## config.mk

```make
export PLATFORM = sky130hd
export DESIGN_NAME = seq_muldiv_unit
export DESIGN_NICKNAME = d
export VERILOG_FILES = /design/src/rtl/muldiv_pkg.sv /design/src/rtl/muldiv_step.sv /design/src/rtl/seq_muldiv_unit.sv
export SDC_FILE = /design/constraint.sdc
export NUM_CORES = 1
export LEC_CHECK = 0
export ABC_AREA = 0
export CAP_MARGIN = 20
export CORE_MARGIN = 4
export CORE_UTILIZATION = 25
export CTS_CLUSTER_DIAMETER = 80
export DETAILED_ROUTE_END_ITERATION = 12
export GPL_TIMING_DRIVEN = 0
export PLACE_DENSITY = 0.53
export SLEW_MARGIN = 5
export SYNTH_ARGS = -nofsm -noshare
export SYNTH_HDL_FRONTEND = slang
export SYNTH_HIERARCHICAL = 1
export SYNTH_SLANG_ARGS = --single-unit
```

## constraint.sdc

```tcl
create_clock -name clk -period 10.05 [get_ports clk]
set_input_delay 2.01 -clock clk [delete_from_list [all_inputs] [get_ports clk]]
set_output_delay 2.01 -clock clk [all_outputs]
set_load 0.02 [all_outputs]
```

## src/rtl/muldiv_pkg.sv

```systemverilog
// Shared types and constants for the sequential multiply/divide unit.
package muldiv_pkg;

  localparam int unsigned WIDTH_DEF = 32;
  localparam int unsigned ITER_LAST = WIDTH_DEF - 1;

  localparam logic OP_MUL = 1'b0;
  localparam logic OP_DIV = 1'b1;

  typedef enum logic [1:0] {
    IDLE  = 2'd0,
    RUN   = 2'd1,
    FIXUP = 2'd2,
    DONE  = 2'd3
  } state_e;

endpackage

```

## src/rtl/muldiv_step.sv

```systemverilog
// One combinational iteration: radix-2 Booth step (multiply) or restoring step (divide).
module muldiv_step
  import muldiv_pkg::*;
#(
  parameter int unsigned WIDTH = WIDTH_DEF
) (
  input  logic             op_i,
  input  logic [WIDTH:0]   hi_i,
  input  logic [WIDTH-1:0] lo_i,
  input  logic             booth_i,
  input  logic [WIDTH-1:0] m_i,
  output logic [WIDTH:0]   hi_o,
  output logic [WIDTH-1:0] lo_o,
  output logic             booth_o
);

  logic [WIDTH:0] m_ext;
  logic [WIDTH:0] sum;
  logic [WIDTH:0] shifted;
  logic [WIDTH:0] trial;

  always_comb begin
    m_ext   = {m_i[WIDTH-1], m_i};
    sum     = hi_i;
    shifted = {hi_i[WIDTH-1:0], lo_i[WIDTH-1]};
    trial   = shifted - {1'b0, m_i};
    hi_o    = hi_i;
    lo_o    = lo_i;
    booth_o = 1'b0;
    if (op_i == OP_MUL) begin
      case ({lo_i[0], booth_i})
        2'b01:   sum = hi_i + m_ext;
        2'b10:   sum = hi_i - m_ext;
        default: sum = hi_i;
      endcase
      // Arithmetic shift of {P_hi, P_lo, booth}; lo[0] becomes the next Booth bit
      {hi_o, lo_o, booth_o} = {sum[WIDTH], sum, lo_i};
    end else begin
      if (!trial[WIDTH]) begin
        hi_o = trial;
        lo_o = {lo_i[WIDTH-2:0], 1'b1};
      end else begin
        hi_o = shifted;
        lo_o = {lo_i[WIDTH-2:0], 1'b0};
      end
    end
  end

endmodule

```

## src/rtl/seq_muldiv_unit.sv

```systemverilog
// Iterative signed multiply/divide feeding the Z register pair; FSM, operand capture and sign fixup.
module seq_muldiv_unit
  import muldiv_pkg::*;
#(
  parameter int unsigned WIDTH = WIDTH_DEF
) (
  input  logic             clk,
  input  logic             clr,
  input  logic             start,
  input  logic             op,
  input  logic [WIDTH-1:0] Ydata,
  input  logic [WIDTH-1:0] BusMuxOut,
  output logic             busy,
  output logic             done,
  output logic             div_by_zero,
  output logic [WIDTH-1:0] ZhighdataOut,
  output logic [WIDTH-1:0] ZlowdataOut
);

  localparam int unsigned CNT_W = $clog2(WIDTH);
  localparam logic [CNT_W-1:0] CNT_LAST = CNT_W'(WIDTH - 1);

  state_e           state_q;
  logic [CNT_W-1:0] cnt_q;
  logic             op_q;
  logic             sa_q;
  logic             sb_q;
  logic [WIDTH-1:0] a_q;
  logic [WIDTH-1:0] m_q;
  logic [WIDTH:0]   hi_q;
  logic [WIDTH-1:0] lo_q;
  logic             booth_q;
  logic             busy_q;
  logic             done_q;
  logic             dbz_q;
  logic [WIDTH-1:0] zhi_q;
  logic [WIDTH-1:0] zlo_q;

  logic [WIDTH:0]   hi_d;
  logic [WIDTH-1:0] lo_d;
  logic             booth_d;
  logic [WIDTH-1:0] a_mag;
  logic [WIDTH-1:0] b_mag;

  // Two's-complement negate of -2^WIDTH-1 yields the unsigned magnitude 0x80..0
  assign a_mag = Ydata[WIDTH-1]     ? -Ydata     : Ydata;
  assign b_mag = BusMuxOut[WIDTH-1] ? -BusMuxOut : BusMuxOut;

  muldiv_step #(.WIDTH(WIDTH)) u_step (
    .op_i    (op_q),
    .hi_i    (hi_q),
    .lo_i    (lo_q),
    .booth_i (booth_q),
    .m_i     (m_q),
    .hi_o    (hi_d),
    .lo_o    (lo_d),
    .booth_o (booth_d)
  );

  always_ff @(posedge clk or posedge clr) begin
    if (clr) begin
      state_q <= IDLE;
      cnt_q   <= '0;
      op_q    <= 1'b0;
      sa_q    <= 1'b0;
      sb_q    <= 1'b0;
      a_q     <= '0;
      m_q     <= '0;
      hi_q    <= '0;
      lo_q    <= '0;
      booth_q <= 1'b0;
      busy_q  <= 1'b0;
      done_q  <= 1'b0;
      dbz_q   <= 1'b0;
      zhi_q   <= '0;
      zlo_q   <= '0;
    end else begin
      case (state_q)
        IDLE, DONE: begin
          done_q <= 1'b0;
          busy_q <= 1'b0;
          state_q <= IDLE;
          if (start) begin
            op_q    <= op;
            a_q     <= Ydata;
            sa_q    <= Ydata[WIDTH-1];
            sb_q    <= BusMuxOut[WIDTH-1];
            dbz_q   <= 1'b0;
            busy_q  <= 1'b1;
            cnt_q   <= '0;
            hi_q    <= '0;
            booth_q <= 1'b0;
            if (op == OP_MUL) begin
              lo_q    <= BusMuxOut;
              m_q     <= Ydata;
              state_q <= RUN;
            end else begin
              lo_q    <= a_mag;
              m_q     <= b_mag;
              state_q <= (BusMuxOut == '0) ? FIXUP : RUN;
            end
          end
        end
        RUN: begin
          hi_q    <= hi_d;
          lo_q    <= lo_d;
          booth_q <= booth_d;
          if (cnt_q == CNT_LAST) state_q <= FIXUP;
          else                   cnt_q   <= cnt_q + 1'b1;
        end
        FIXUP: begin
          if (op_q == OP_MUL) begin
            zhi_q <= hi_q[WIDTH-1:0];
            zlo_q <= lo_q;
          end else if (m_q == '0) begin
            zhi_q <= a_q;
            zlo_q <= '1;
            dbz_q <= 1'b1;
          end else begin
            zhi_q <= sa_q          ? -hi_q[WIDTH-1:0] : hi_q[WIDTH-1:0];
            zlo_q <= (sa_q ^ sb_q) ? -lo_q            : lo_q;
          end
          busy_q  <= 1'b0;
          done_q  <= 1'b1;
          state_q <= DONE;
        end
        default: state_q <= IDLE;
      endcase
    end
  end

  assign busy         = busy_q;
  assign done         = done_q;
  assign div_by_zero  = dbz_q;
  assign ZhighdataOut = zhi_q;
  assign ZlowdataOut  = zlo_q;

endmodule
```

==> impl_metrics.py, run 1 <==
metrics = {
    "run_status": {
        "result_of_the_run": "complete, no violations",
    },
    "floorplan": {
        "io_pins": 135,
        "core_area_sq_mm": 0.06883,
        "rows": 96,
        "die_width_microns": 271.8,
        "die-area_sq_mm": 0.07388,
        "initial_utilization_pct": 25.28,
        "dieHeight_microns": 271.8,
    },
    "synthesis": {
        "synth-main-ff-cell": "sky130_fd_sc_hd__dfrtp_1",
        "syn-num-nets": 2331,
        "synth.yosys.seq_area_share_pct": 29.63,
        "synth_compound_area_share_pct": 26.92,
        "area_share_of_xor_xnor_cells_in_the_synthesized_design_pct": 9.413,
        "yosysWarningCount": 6,
        "synth_top_family_by_area": "compound AO/OA/AOI/OAI gates",
        "yosysUniqueCellTypes": 88,
        "postSynth.asyncResetShare_pct": 100.0,
        "yosys.area_share.simple_pct": 19.19,
        "synth_adder_area_share_pct": 5.695,
        "post_synth_instance_area_sq_mm": 0.01740,
        "post_synth_inst_count": 2185,
        "yosys.cell_count.top_type": "sky130_fd_sc_hd__nand2_1",
        "synth_seq_cells": 206,
        "post_synth.cell_area_avg_sq_um": 7.963,
        "synth_largest_area_cell": "sky130_fd_sc_hd__dfrtp_1",
        "synth_edf_count": 0,
        "netlist_top_cells_area": "sky130_fd_sc_hd__dfrtp_1 (30%), sky130_fd_sc_hd__a21oi_1 (5.5%), sky130_fd_sc_hd__ha_1 (5.5%)",
        "synth_top_area_share_pct": 29.63,
        "synth_top_cells_by_count": "sky130_fd_sc_hd__nand2_1 (243), sky130_fd_sc_hd__dfrtp_1 (206), sky130_fd_sc_hd__nor2_1 (200)",
        "mux_share_of_post_synthesis_cell_area_pct": 4.257,
    },
    "setup_path": {
        "worst-setup-path-type": "register to register",
        "cp.arrival_ns": 6.31,
        "r2r-start": "lo_q[31]$_DFFE_PP0P_",
        "critical_path.startpoint_type": "register",
        "number_of_cells_on_the_critical_path": 18,
        "timing.critical_path.to": "hi_q[20]$_DFFE_PP0P_",
        "critical_path_peak_fanout": 10,
        "crit_chain": "inv_1, ha_1, fa_1, nand2b_1, a21oi_1, o2111ai_1, a21oi_1, a221o_1, a41o_1, a41oi_2, o21ai_1, a21o_1, ha_1, clkbuf_1, buf_1, mux2i_1, a21oi_1, a22o_1",
        "critical_path_required_ns": 10.51,
        "r2r.worst_path.cells": 18,
        "crit_family": "compound AO/OA/AOI/OAI gates",
        "timing.rr.end": "hi_q[20]$_DFFE_PP0P_",
        "cpMaxStageDelayCell": "sky130_fd_sc_hd__buf_1",
        "worstPathBufferInverterCount": 3,
        "reg2reg_slack_ns": 4.19,
        "crit_top_cell": "sky130_fd_sc_hd__a21oi_1",
        "timing.critical_path.slowest_cell_delay_ns": 0.75,
        "critical_path.endpoint_type": "register",
        "crit_start": "lo_q[31]$_DFFE_PP0P_",
    },
    "placement": {
        "hpwlAfterDp_microns": 62630,
        "io_buffer_count": 129,
        "gpl_congestion": 0.9579,
        "placedCellCount": 3247,
    },
    "clock_network": {
        "numCtsBuffers": 28,
        "cts_repair_resize_count": 0,
        "clockBufferDepth": 3,
        "root_buffer": "sky130_fd_sc_hd__clkbuf_16",
        "cts_post_setup_buffers_inserted": 0,
        "postCtsHoldBufs": 0,
        "clock_latency_ns": 0.58,
        "cts_tree": "yes",
        "numClockSinks": 206,
        "cts.htree.levels": 1,
        "clk_transition_reported_paths_ns": 0.07,
    },
    "global_route": {
        "initial_antenna_violation_count": 2,
        "grt_max_degree": 77,
        "grt_pass1_wl_microns": 115600,
        "globalRouteOverflowTotal": 0,
        "gr-usage-all-layers_pct": 20.32,
        "first_global_vias": 17379,
    },
    "sta": {
        "min_period_over_period_pct": 58.27,
        "number_of_hold_violations_in_the_final_report": 0,
        "worst_hold_slack_ns": 0.4824,
        "relSlewSlack_pct": 30.71,
        "worstMarginPinSlew_ns": 1.030,
        "timing.clock.skew_ns": 0.01306,
        "drv_slew": 0,
        "finalCriticalPeriod_ns": 5.856,
        "clock.fmax_mhz": 170.8,
        "rsz_0062_raised_after_global_routing": "false",
        "setup-violations-final": 0,
        "totalNegativeSetupSlack_ns": 0,
    },
    "routing": {
        "vias": 18119,
        "highest-signal-layer": "met4",
        "m1WireLength_microns": 35910,
        "wl_met2_microns": 33820,
        "detailroute.wirelength.met3_microns": 7266,
        "drt-vias-per-instance": 5.492,
        "firstDrtPassIters": 6,
        "drt_iter0_drc": 1977,
        "totalWireLength_microns": 78790,
        "routedWlPerCell_microns": 23.88,
        "drc": 0,
        "drt.antenna.violating_nets": 0,
    },
    "finish": {
        "final_cells": 3299,
        "syn2layout_area_growth_pct": 20.01,
        "drive_above_1_share_pct": 5.661,
        "nets": 2492,
        "fill_cells": 7374,
    },
    "hold_path": {
        "hold-path-cell-count": 2,
        "min-delay-path-class": "register to register",
    },
    "power": {
        "p_leak_uw": 0.008525,
        "peak_ir_drop_on_the_vdd_network_mv": 0.1523,
        "powerDensity_mw_per_mm2": 402.0,
    },
    "flow_run": {
        "maxCapViolations": 0,
    },
}
==> final cells by class <==
cell class | instances | area, sq um | area share [%]
diodes | 1 | 2.502 | 0.01198
inverters | 85 | 326.6 | 1.564
well taps | 931 | 1165 | 5.579
clock buffers | 39 | 833.3 | 3.991
repair buffers | 131 | 1346 | 6.448
flip-flops and latches | 206 | 5155 | 24.69
plain buffers | 136 | 534.3 | 2.559
clock inverters | 12 | 126.4 | 0.6052
multi-input cells | 1758 | 11390 | 54.55
==> flip-flops by register name (all words and copies together) (netlist names) <==
name / count
ZhighdataOut: 32
ZlowdataOut: 32
a_q: 31
booth_q: 1
busy: 1
cnt_q: 5
div_by_zero: 1
done: 1
hi_q: 33
lo_q: 32
m_q: 32
op_q: 1
sa_q: 1
sb_q: 1
state_q: 2
==> worst min-delay path, stage by stage (launching register included) <==
cell,delay (ns)
sky130_fd_sc_hd__dfrtp_1,0.34
sky130_fd_sc_hd__nand2_1,0.05
sky130_fd_sc_hd__nand2_1,0.05
==> worst min path at each step <==
| stage | from | to | slack [ns] |
|---|---|---|---|
| final | a_q[3]$_DFFE_PP0P_ | a_q[3]$_DFFE_PP0P_ | 0.48 |
| after global routing | a_q[3]$_DFFE_PP0P_ | a_q[3]$_DFFE_PP0P_ | 0.50 |
| after CTS | a_q[26]$_DFFE_PP0P_ | a_q[26]$_DFFE_PP0P_ | 0.48 |
| after detailed placement | a_q[26]$_DFFE_PP0P_ | a_q[26]$_DFFE_PP0P_ | 0.46 |
| after global placement | a_q[15]$_DFFE_PP0P_ | a_q[15]$_DFFE_PP0P_ | 0.47 |
| after floorplan | a_q[19]$_DFFE_PP0P_ | a_q[19]$_DFFE_PP0P_ | 0.44 |
==> routing by layer <==
layer | GRT usage (%) | up-vias
met5 | 0 | -
met4 | 4.270 | 0
met3 | 4.316 | 95
met2 | 31.13 | 847
met1 | 29.45 | 8902
li1 | - | 8275
==> where the power goes <==
part,switching (uW),leakage [uW],internal (uW)
Clock,424,0.000478,628
Sequential,528,0.00255,1190
Combinational,3500,0.00550,2120
==> cell families after synthesis <==
kind of cell,count (synthesis)
AO/OA/AOI/OAI,723
AND/OR/NAND/NOR,701
buffers and inverters,221
flip-flops,206
XOR/XNOR,187
adder cells (fa/ha/maj),78
multiplexers,69
==> stage by stage <==
stage	utilization, %	setup WS [ns]	area, sq um	total power (uW)
2_1_floorplan	-	2.416	17400	5328
3_3_place_gp	28.85	-0.6676	19860	7171
3_5_place_dp	28.94	4.439	19920	7227
4_1_cts	30.33	4.384	20880	8306
5_1_grt	30.33	3.995	20880	8963
6_report	30.34	4.194	20880	8395
==> layout by cell type, fill, tap and decap left out, types with 36 or more instances in the layout <==
cell and instances:
sky130_fd_sc_hd__nand2_1 243, sky130_fd_sc_hd__dfrtp_1 206, sky130_fd_sc_hd__nor2_1 200, sky130_fd_sc_hd__a21oi_1 191
sky130_fd_sc_hd__o21ai_0 161, sky130_fd_sc_hd__clkdlybuf4s50_1 129, sky130_fd_sc_hd__clkbuf_1 115, sky130_fd_sc_hd__xor2_1 94
sky130_fd_sc_hd__xnor2_1 93, sky130_fd_sc_hd__inv_1 80, sky130_fd_sc_hd__ha_1 76, sky130_fd_sc_hd__a31oi_1 42
sky130_fd_sc_hd__a21o_1 37, sky130_fd_sc_hd__o31ai_1 36
(Power assumes the default switching activity.)
==> inputs of run 2 (changes only) <==
- PLACE_DENSITY: 0.53 -> 0.54
- clock period: 10.05 -> 5.1 ns (I/O delays scaled with it)
==> impl_metrics.py, run 2 (synthesis results as in run 1) <==
metrics = {
    "global_route": {
        "globalRouteOverflowTotal": 0,
        "grt_pass1_wl_microns": 112000,
        "first_global_vias": 17076,
        "grt_max_degree": 39,
        "initial_antenna_violation_count": 7,
        "gr-usage-all-layers_pct": 19.54,
    },
    "placement": {
        "io_buffer_count": 129,
        "hpwlAfterDp_microns": 59900,
        "dp_worst_setup_slack_ns": -0.4424,
        "placedCellCount": 3251,
        "placed_cell_area_sq_mm": 0.01999,
        "gpl_congestion": 0.9709,
    },
    "clock_network": {
        "root_buffer": "sky130_fd_sc_hd__clkbuf_16",
        "postCtsHoldBufs": 0,
        "clockBufferDepth": 3,
        "clock_latency_ns": 0.56,
        "clk_transition_reported_paths_ns": 0.06,
        "numCtsBuffers": 27,
        "cts_tree": "yes",
        "cts.htree.levels": 1,
        "numClockSinks": 206,
    },
    "setup_path": {
        "worst-setup-path-type": "register to register",
        "crit_chain": "inv_1, ha_1, fa_1, nand2b_1, a21oi_1, o2111ai_2, a21oi_2, a221o_1, a41o_1, a41oi_2, o21ai_1, a21o_1, ha_1, clkbuf_2, clkbuf_4, mux2i_1, a21oi_1, a22o_1",
        "timing.rr.end": "hi_q[20]$_DFFE_PP0P_",
        "timing.critical_path.slowest_cell_delay_ns": 0.48,
        "r2r-start": "lo_q[31]$_DFFE_PP0P_",
        "critical_path.startpoint_type": "register",
        "critical_path_peak_fanout": 10,
        "cpMaxStageDelayCell": "sky130_fd_sc_hd__dfrtp_1",
        "cp.arrival_ns": 5.39,
        "reg2reg_slack_ns": 0.15,
        "worstPathBufferInverterCount": 3,
        "critical_path.endpoint_type": "register",
        "r2r.worst_path.cells": 18,
        "crit_family": "compound AO/OA/AOI/OAI gates",
        "critical_path_required_ns": 5.55,
    },
    "sta": {
        "relSlewSlack_pct": 29.25,
        "drv_slew": 0,
        "totalNegativeSetupSlack_ns": 0,
        "rsz_0062_raised_after_global_routing": "true",
        "finalCriticalPeriod_ns": 4.945,
        "setup-violations-final": 0,
        "clock.fmax_mhz": 202.2,
        "number_of_hold_violations_in_the_final_report": 0,
        "worstMarginPinSlew_ns": 1.052,
        "timing.clock.skew_ns": 0.01531,
        "min_period_over_period_pct": 96.97,
        "final.setup.worst_slack_ns": 0.1547,
    },
    "power": {
        "cellInternalPower_uw": 7587,
        "share_comb_of_total_power_pct": 68.0,
        "netSwitchingFraction_pct": 53.17,
        "p_switching_uw": 8615,
        "powerDensity_mw_per_mm2": 775.5,
        "p_leak_uw": 0.008509,
        "total_power_uw": 16200,
        "share_clk_of_total_power_pct": 11.1,
        "peak_ir_drop_on_the_vdd_network_mv": 0.2886,
        "sequentialPowerShare_pct": 20.9,
    },
    "hold_path": {
        "hold-path-cell-count": 2,
        "hold_end": "a_q[26]$_DFFE_PP0P_",
        "min-delay-path-class": "register to register",
        "hp-start": "a_q[26]$_DFFE_PP0P_",
    },
    "finish": {
        "register_area_sq_mm": 0.005156,
        "nets": 2496,
        "fill_cells": 7438,
        "largest-register": "hi_q",
        "layout_commonest_cell": "sky130_fd_sc_hd__nand2_1",
        "drive_above_1_share_pct": 6.495,
        "largest_reg_flops": 33,
        "syn2layout_area_growth_pct": 20.08,
        "layout_common_cells": "sky130_fd_sc_hd__nand2_1 (243), sky130_fd_sc_hd__dfrtp_1 (205), sky130_fd_sc_hd__nor2_1 (198), sky130_fd_sc_hd__a21oi_1 (188), sky130_fd_sc_hd__o21ai_0 (161)",
        "multi_input_area_sq_mm": 0.01144,
        "final_cell_area_excluding_filler_cells_sq_mm": 0.02089,
        "final_cells": 3306,
    },
    "routing": {
        "firstDrtPassIters": 8,
        "drt_iter0_drc": 2017,
        "drt.antenna.violating_nets": 0,
        "totalWireLength_microns": 75380,
        "routedWlPerCell_microns": 22.80,
        "vias": 18000,
        "drt-vias-per-instance": 5.445,
        "drc": 0,
    },
    "floorplan": {
        "die-area_sq_mm": 0.07388,
        "io_pins": 135,
        "die_width_microns": 271.8,
        "initial_utilization_pct": 25.28,
        "rows": 96,
        "core_area_sq_mm": 0.06883,
        "dieHeight_microns": 271.8,
    },
    "run_status": {
        "result_of_the_run": "complete, no violations",
    },
    "flow_run": {
        "maxCapViolations": 0,
    },
}
-- run 2: cell types whose count changed in the layout (fill, tap and decap cells not counted), moves of 3 or more --
cell and delta:
sky130_fd_sc_hd__buf_2 +3, sky130_fd_sc_hd__buf_12 +5, sky130_fd_sc_hd__diode_2 +3, sky130_fd_sc_hd__clkbuf_8 -6
sky130_fd_sc_hd__buf_1 -3, sky130_fd_sc_hd__clkinvlp_4 +4, sky130_fd_sc_hd__a21oi_1 -3, sky130_fd_sc_hd__buf_4 +3
sky130_fd_sc_hd__a21oi_2 +3
-- run 2: worst max-delay path by stage --
| stage | start | slack [ns] | to | cells past startpoint |
|---|---|---|---|---|
| 3_5_place_dp | hi_q[0]$_DFFE_PP0P_ | -0.44 | hi_q[20]$_DFFE_PP0P_ | 17 |
| 2_1_floorplan | m_q[6]$_DFFE_PP0P_ | 0.79 | hi_q[31]$_DFFE_PP0P_ | 19 |
| 4_1_cts | hi_q[0]$_DFFE_PP0P_ | 0.01 | hi_q[15]$_DFFE_PP0P_ | 18 |
| 6_report | lo_q[31]$_DFFE_PP0P_ | 0.15 | hi_q[20]$_DFFE_PP0P_ | 18 |
| 5_1_grt | lo_q[31]$_DFFE_PP0P_ | -0.006 | lo_q[0]$_DFFE_PP0P_ | 19 |
| 3_3_place_gp | clr | -0.52 | hi_q[13]$_DFFE_PP0P_ | 2 |
-- run 2: what timing repair did --
item / CTS / global route
setup buffers: 0 / 3
endpoints found under the setup margin: 23 / 28
pin swaps: 0 / 2
resized for setup: 8 / 14
gates cloned: 0 / 0
-- run 2: final cells by class --
| type | count | area share [%] |
|---|---|---|
| tap | 931 | 5.576 |
| buffer | 134 | 2.569 |
| sequential | 206 | 24.68 |
| clock inverter | 15 | 0.4791 |
| clock buffer | 35 | 3.426 |
| multi-input combinational | 1758 | 54.78 |
| antenna | 4 | 0.04791 |
| inverter | 85 | 1.545 |
| timing repair buffer | 138 | 6.899 |
-- run 2: worst reg2reg max path: stages, from the launching register on --
cell and delay [ns]:
sky130_fd_sc_hd__dfrtp_1 0.48, sky130_fd_sc_hd__inv_1 0.12, sky130_fd_sc_hd__ha_1 0.28, sky130_fd_sc_hd__fa_1 0.43
sky130_fd_sc_hd__nand2b_1 0.19, sky130_fd_sc_hd__a21oi_1 0.25, sky130_fd_sc_hd__o2111ai_2 0.21, sky130_fd_sc_hd__a21oi_2 0.31
sky130_fd_sc_hd__a221o_1 0.26, sky130_fd_sc_hd__a41o_1 0.29, sky130_fd_sc_hd__a41oi_2 0.22, sky130_fd_sc_hd__o21ai_1 0.23
sky130_fd_sc_hd__a21o_1 0.14, sky130_fd_sc_hd__ha_1 0.18, sky130_fd_sc_hd__clkbuf_2 0.30, sky130_fd_sc_hd__clkbuf_4 0.34
sky130_fd_sc_hd__mux2i_1 0.25, sky130_fd_sc_hd__a21oi_1 0.13, sky130_fd_sc_hd__a22o_1 0.24
-- run 2: routing by layer --
layer	global-route usage, %	vias up	share of wire [%]
li1	-	8288	-
met1	29.00	8712	46
met2	28.32	848	41
met3	4.440	146	9.7
met4	5.214	6	3.0
met5	0	-	0.045
-- run 2: power by group through the flow --
stage	logic, uW	clock network, uW	registers [uW]
CTS	10700	1820	3360
detailed placement	10700	0	3390
floorplan	7290	0	3210
global placement	10700	0	3380
global route	12000	1900	3480
finish	11000	1800	3380
-- run 2: per-stage QoR --
stage / hold WS (ns) / utilization (%)
global placement: 0.4620 / 28.85
finish: 0.4736 / 30.36
detailed placement: 0.4630 / 29.04
global route: 0.4994 / 30.35
CTS: 0.4771 / 30.25
floorplan: 0.4395 / -
